==> src/rtl/spi_ram_slave_burst.sv <==
// SPI slave with an internal DEPTH x DATA_WIDTH RAM, sampled on the system clock.
// Frame protocol: SS_n low opens a frame. The first two MOSI bits are the command,
// followed by the payload, MSB first. SS_n sampled high ends the frame on that edge.
// There is no separate valid/ready: each rising edge with SS_n low transfers one bit
// in, and MISO carries one bit out per edge while read data is being shifted.
module spi_ram_slave_burst #(
  parameter int DATA_WIDTH = 8,
  parameter int ADDR_WIDTH = 8,
  parameter int AUTO_INC   = 1
) (
  input  logic       clk,
  input  logic       rst_n,
  input  logic       SS_n,
  input  logic       MOSI,
  output logic       MISO,
  output logic       frame_err,
  output logic [2:0] o_dbg_state
);

  localparam int DEPTH = 2 ** ADDR_WIDTH;
  localparam int MAXW  = (DATA_WIDTH > ADDR_WIDTH) ? DATA_WIDTH : ADDR_WIDTH;
  localparam int CW    = $clog2(MAXW) + 1;

  typedef enum logic [2:0] {
    S_IDLE    = 3'd0,
    S_CMD     = 3'd1,
    S_WR_ADDR = 3'd2,
    S_WR_DATA = 3'd3,
    S_RD_ADDR = 3'd4,
    S_RD_LOAD = 3'd5,
    S_RD_DATA = 3'd6,
    S_DONE    = 3'd7
  } state_t;

  state_t                  r_state;
  state_t                  w_next;
  logic                    r_cmd_hi;
  logic [CW-1:0]           r_cnt;
  logic [MAXW-2:0]         r_stage;
  logic [MAXW-1:0]         w_stage_next;
  logic [ADDR_WIDTH-1:0]   r_wr_addr;
  logic [ADDR_WIDTH-1:0]   r_rd_addr;
  logic [DATA_WIDTH-1:0]   r_shift;
  logic                    r_frame_err;
  logic [DATA_WIDTH-1:0]   r_mem [DEPTH];

  logic w_addr_last;
  logic w_word_last;
  logic w_wr_addr_ld;
  logic w_rd_addr_ld;
  logic w_mem_we;
  logic w_shift_ld;
  logic w_shift_en;
  logic w_cnt_en;
  logic w_cnt_clr;
  logic w_abort;

  // Staging word including the bit being sampled on this edge.
  assign w_stage_next = {r_stage, MOSI};
  assign w_addr_last  = (r_cnt == CW'(ADDR_WIDTH - 1));
  assign w_word_last  = (r_cnt == CW'(DATA_WIDTH - 1));
  assign frame_err    = r_frame_err;
  assign o_dbg_state  = r_state;

  // State register.
  always_ff @(posedge clk or negedge rst_n) begin
    if (!rst_n) r_state <= S_IDLE;
    else        r_state <= w_next;
  end

  // Next-state decode; SS_n high always closes the frame.
  always_comb begin
    w_next = r_state;
    if (SS_n) begin
      w_next = S_IDLE;
    end else begin
      case (r_state)
        S_IDLE: w_next = S_CMD;
        S_CMD: begin
          case ({r_cmd_hi, MOSI})
            2'b00:   w_next = S_WR_ADDR;
            2'b01:   w_next = S_WR_DATA;
            2'b10:   w_next = S_RD_ADDR;
            default: w_next = S_RD_LOAD;
          endcase
        end
        S_WR_ADDR, S_RD_ADDR: if (w_addr_last) w_next = S_DONE;
        S_WR_DATA, S_RD_DATA: if (w_word_last && (AUTO_INC == 0)) w_next = S_DONE;
        S_RD_LOAD: w_next = S_RD_DATA;
        S_DONE:    w_next = S_DONE;
        default:   w_next = S_IDLE;
      endcase
    end
  end

  // Output and datapath-control decode for the current state and inputs.
  always_comb begin
    w_wr_addr_ld = 1'b0;
    w_rd_addr_ld = 1'b0;
    w_mem_we     = 1'b0;
    w_shift_ld   = 1'b0;
    w_shift_en   = 1'b0;
    w_cnt_en     = 1'b0;
    w_cnt_clr    = 1'b0;
    w_abort      = 1'b0;
    if (SS_n) begin
      w_cnt_clr = 1'b1;
      case (r_state)
        S_CMD:                           w_abort = 1'b1;
        S_WR_ADDR, S_RD_ADDR, S_WR_DATA: w_abort = (r_cnt != '0);
        default:                         w_abort = 1'b0;
      endcase
    end else begin
      case (r_state)
        S_WR_ADDR: begin
          w_cnt_en     = 1'b1;
          w_wr_addr_ld = w_addr_last;
        end
        S_RD_ADDR: begin
          w_cnt_en     = 1'b1;
          w_rd_addr_ld = w_addr_last;
        end
        S_WR_DATA: begin
          if (w_word_last) begin
            w_mem_we  = 1'b1;
            w_cnt_clr = 1'b1;
          end else begin
            w_cnt_en = 1'b1;
          end
        end
        S_RD_LOAD: begin
          w_shift_ld = 1'b1;
          w_cnt_clr  = 1'b1;
        end
        S_RD_DATA: begin
          if (w_word_last) begin
            w_cnt_clr = 1'b1;
            if (AUTO_INC != 0) w_shift_ld = 1'b1;
            else               w_shift_en = 1'b1;
          end else begin
            w_cnt_en   = 1'b1;
            w_shift_en = 1'b1;
          end
        end
        default: w_cnt_clr = 1'b1;
      endcase
    end
    MISO = (r_state == S_RD_DATA) ? r_shift[DATA_WIDTH-1] : 1'b0;
  end

  // Counters, staging, address registers, read shifter and error pulse.
  always_ff @(posedge clk or negedge rst_n) begin
    if (!rst_n) begin
      r_cmd_hi    <= 1'b0;
      r_cnt       <= '0;
      r_stage     <= '0;
      r_wr_addr   <= '0;
      r_rd_addr   <= '0;
      r_shift     <= '0;
      r_frame_err <= 1'b0;
    end else begin
      r_frame_err <= w_abort;
      r_stage     <= w_stage_next[MAXW-2:0];
      if (r_state == S_IDLE) r_cmd_hi <= MOSI;

      if (w_cnt_clr)     r_cnt <= '0;
      else if (w_cnt_en) r_cnt <= r_cnt + CW'(1);

      if (w_wr_addr_ld)                       r_wr_addr <= w_stage_next[ADDR_WIDTH-1:0];
      else if (w_mem_we && (AUTO_INC != 0))   r_wr_addr <= r_wr_addr + ADDR_WIDTH'(1);

      if (w_rd_addr_ld)                       r_rd_addr <= w_stage_next[ADDR_WIDTH-1:0];
      else if (w_shift_ld && (AUTO_INC != 0)) r_rd_addr <= r_rd_addr + ADDR_WIDTH'(1);

      if (w_shift_ld)      r_shift <= r_mem[r_rd_addr];
      else if (w_shift_en) r_shift <= {r_shift[DATA_WIDTH-2:0], 1'b0};
    end
  end

  // Memory write port; contents are intentionally not reset.
  always_ff @(posedge clk) begin
    if (w_mem_we) r_mem[r_wr_addr] <= w_stage_next[DATA_WIDTH-1:0];
  end

endmodule
==> config.mk <==
export PLATFORM = sky130hd
export DESIGN_NAME = spi_ram_slave_burst
export DESIGN_NICKNAME = d
export VERILOG_FILES = /design/src/rtl/spi_ram_slave_burst.sv
export SDC_FILE = /design/constraint.sdc
export NUM_CORES = 2
export LEC_CHECK = 0
export BUFFER_PORTS_ARGS = -buffer_cell sky130_fd_sc_hd__buf_4
export CORE_MARGIN = 4
export CORE_UTILIZATION = 55
export DETAILED_ROUTE_END_ITERATION = 16
export PLACE_DENSITY = 0.75
export SYNTH_ARGS = -nofsm -noshare
export SYNTH_HDL_FRONTEND = slang
export SYNTH_SLANG_ARGS = --single-unit
==> constraint.sdc <==
create_clock -name clk -period 3.9 [get_ports clk]
set_input_delay 0.585 -clock clk [delete_from_list [all_inputs] [get_ports clk]]
set_output_delay 0.585 -clock clk [all_outputs]
set_load 0.01 [all_outputs]
==> results.md <==
- Period minus WS final: 3.73 ns
- Worst skew pair latency: 0.83 ns
- Switching power total: 0.0177 W
- Synth cell types: 80
- Number of max-cap violations: 0
- Syn avg cell area: 20.0 µm²
- Clock transition at the registers of the reported paths: 0.07 ns
- H-tree levels: 4
- Crit-path slowest cell: dfrtp_4
- Critical path's top delay family: buffers and inverters
- DRT Pass-1 Iters: 8
- Worst-Margin Slew: 1.14 ns
- ANT nets after route: 0
- Syn_nets: 4,109
- Yosys warns: 0
- Switching part of the total: 29.5%
- Tot Pwr: 0.0599 W
- Final WS setup: 0.173 ns
- CP most frequent cell: buf_12
- FP Rows: 141
- CP Capture Type: flip-flop
- Antenna violations before repair: 8
- First-pass GRT wire length: 318 mm
- WP data arrival: 4.43 ns
- Worst path cell trace: buf_12 -> buf_12 -> buf_4 -> mux4_2 -> nor3_1 -> o311ai_0 -> nor3b_1 -> o21ai_0 -> a32o_1
- Worst Skew: 0.0382 ns
- Core ar.: 0.148 mm²
- Final setup vio count: 0
- Int Pwr: 0.0422 W
- Startpoint types: flip-flop
- Routed WL per cell: 33.3 µm
- Post-DR vias/cell: 6.79
- Fmax: 268 MHz
- Register area share after synthesis: 76.2%
- Io pins: 9
- TritonCTS clock tree: done
- Vias in the first global route: 44.1k
- Final Max Tran Viols: 0
- Pre-CTS setup slack: 0.173 ns
- DR vias: 44.9k
- Num CTS Buffers: 194
- Post-CTS setup buffers: 0
- Fillers: 9,612
- Most frequent cells in the layout: 2,048 x edfxtp_1, 430 x buf_4, 397 x mux4_2
- Post-DP HPWL: 134 mm
- Yosys reg bits: 2,088
- Status: finished, final reports clean
- Initial Util: 55.4%
- Hold Fails Final Rpt: 0
- FF-to-FF path depth: 9
- DRC: 0
- Tot GR Track Use: 28.3%
- Mapped Cells: 4,098
- Total leakage power: 29.7 nW
- Ys flop type: edfxtp_1
- Mapped Area: 0.0820 mm²
- Seq pwr share: 41.9%
- Area grow syn2layout: 14.0%
- Detailed Route Iter0 Violations: 7,570
- Clock root buffer: clkbuf_16
- Largest net degree at the start of global routing: 121
- Post-Route WL: 220 mm
- Stages on worst setup path: 9
- Req. time, crit path: 4.60 ns
- Commonest non-fill, non-tap cell in the layout: edfxtp_1
- Register area: 0.0625 mm²
- Die area: 0.155 mm²
- PD cells: 641 mW/mm²
- Dominant cells by area after synthesis: edfxtp_1 75%, mux4_2 11%, mux2i_1 3.4%
- Ratio of cells with drive above 1 in the final layout: 26.0%
- Yosys top cell area share: 75.0%
- Die Wd: 394 µm
- Worst path bufs/invs: 3
- WS Path Type: flip-flop to flip-flop
- Comb power frac: 25.8%
- Slew Limit Headroom: 23.8%
- Nets@finish: 4,524
- CTS Sinks: 2,088
- Worst Hold Class: input port to async pin
- Crit Path Max Fanout: 31
- Ys async rst share: 1.92%
- Max Buffers Root-to-Sink: 3
- CP max stage delay: 0.73 ns
- Yosys top cell by area: edfxtp_1
- Area of the multi-input gates: 0.0179 mm²
- EDFF count, synth: 2,048
- Total gr overflow: 0
- Peak supply drop: 573 µV
- Clock share of power: 32.3%
- DIE HEIGHT: 394 µm
- Final worst path period share: 95.6%
- GP Congestion: 0.955
- Port Buf Inserts: 8
## through the flow
step	TNS [ns]	instances	hold WS, ns	area [µm²]	util [%]
floorplan	-54.65	4098	0.289	82000	-
global placement	0	6245	0.474	86900	58.8
detailed placement	0	6245	0.481	86900	58.8
CTS	0	6607	0.270	93400	63.2
global route	-0.137	6607	0.345	93400	63.2
finish	0	6613	0.320	93400	63.2
## synth_stat cells (all sizes together), types with 3 or more instances
cell type / instances
a211o: 3
o2111ai: 3
a21oi: 109
nand4: 10
a2111oi: 6
nor3b: 3
nand3: 25
edfxtp: 2048
a211oi: 20
mux2i: 277
a21o: 4
dfrtp: 40
o31ai: 9
o21bai: 7
a221o: 11
o211ai: 6
ha: 7
nand2: 115
and2: 9
mux2: 20
nor2: 316
a22oi: 54
o21ai: 61
o31a: 3
xnor2: 3
clkbuf: 122
nor3: 26
a22o: 3
nor4: 7
mux4: 401
o22ai: 52
o21a: 4
a221oi: 19
buf: 128
o221ai: 61
nor2b: 17
or4: 5
or3: 5
and3: 3
inv: 14
a31oi: 17
nand2b: 10
o311ai: 4
## cell type report
cell class,count,share of cell area [%]
multi-input cells,1745,19.2
well taps,1930,2.58
clock buffers,228,5.39
diodes,6,0.0161
flip-flops and latches,2088,66.9
repair buffers,469,4.26
inverters,15,0.0656
clock inverters,132,1.57
## kinds of logic (layout without fill, tap and decap cells)
kind of cell | Yosys count | count (layout) | synth area share (%)
muxes | 698 | 698 | 14.7
DFF | 2088 | 2088 | 76.2
adders and majority gates | 7 | 7 | 0.107
and+or+nand+nor | 562 | 562 | 2.94
xor gates and xnor gates | 5 | 5 | 0.0534
other | 0 | 6 | 0
AOI/OAI and AO/OA | 473 | 473 | 3.95
buffers and inverters | 265 | 844 | 2.01
## power by group through the flow
stage          combinational [W]  sequential [W]  clock (W)
3_5_place_dp              0.0150          0.0256          0
6_report                  0.0154          0.0251     0.0193
2_1_floorplan            0.00986          0.0254          0
4_1_cts                   0.0152          0.0251     0.0195
3_3_place_gp              0.0149          0.0256          0
5_1_grt                   0.0159          0.0251     0.0205
## routing by layer
layer | wire, µm | GRT usage, % | part of all wire (%)
met1 | 78500 | 38.8 | 36
met4 | 12400 | 13.7 | 5.6
met3 | 28400 | 7.98 | 13
met5 | 72 | 0 | 0.033
met2 | 101000 | 42.4 | 46
## state kept, by name (all words and copies together) (netlist names)
| signal | flops |
|---|---|
| r_rd_addr | 8 |
| r_shift | 8 |
| r_wr_addr | 8 |
| r_stage | 7 |
| r_cnt | 4 |
| o_dbg_state | 3 |
| frame_err | 1 |
| r_mem | 2048 |
| r_cmd_hi | 1 |
## worst paths after layout
path                                          startpoint                  endpoint  slack (ns)
worst max-delay path            r_rd_addr[0]$_DFFE_PN0P_    r_shift[1]$_DFFE_PN0P_        0.17
worst min-delay path                               rst_n       frame_err$_DFF_PN0_        0.32
worst max register to register  r_rd_addr[0]$_DFFE_PN0P_    r_shift[1]$_DFFE_PN0P_        0.17
worst min register to register      r_cnt[0]$_DFFE_PN0P_      r_cnt[0]$_DFFE_PN0P_        0.49
max in group asynchronous                          rst_n  r_rd_addr[3]$_DFFE_PN0P_        3.08
min in group clk                                    MOSI      r_stage[0]$_DFF_PN0_        0.49
## repair_timing
action,4_1_cts,5_1_grt
endpoints found under the hold margin,43,0
resized for setup,0,3
hold buffers,2,0
setup endpoints to repair,0,129
Note: power is estimated with default switching activity, not from simulation.
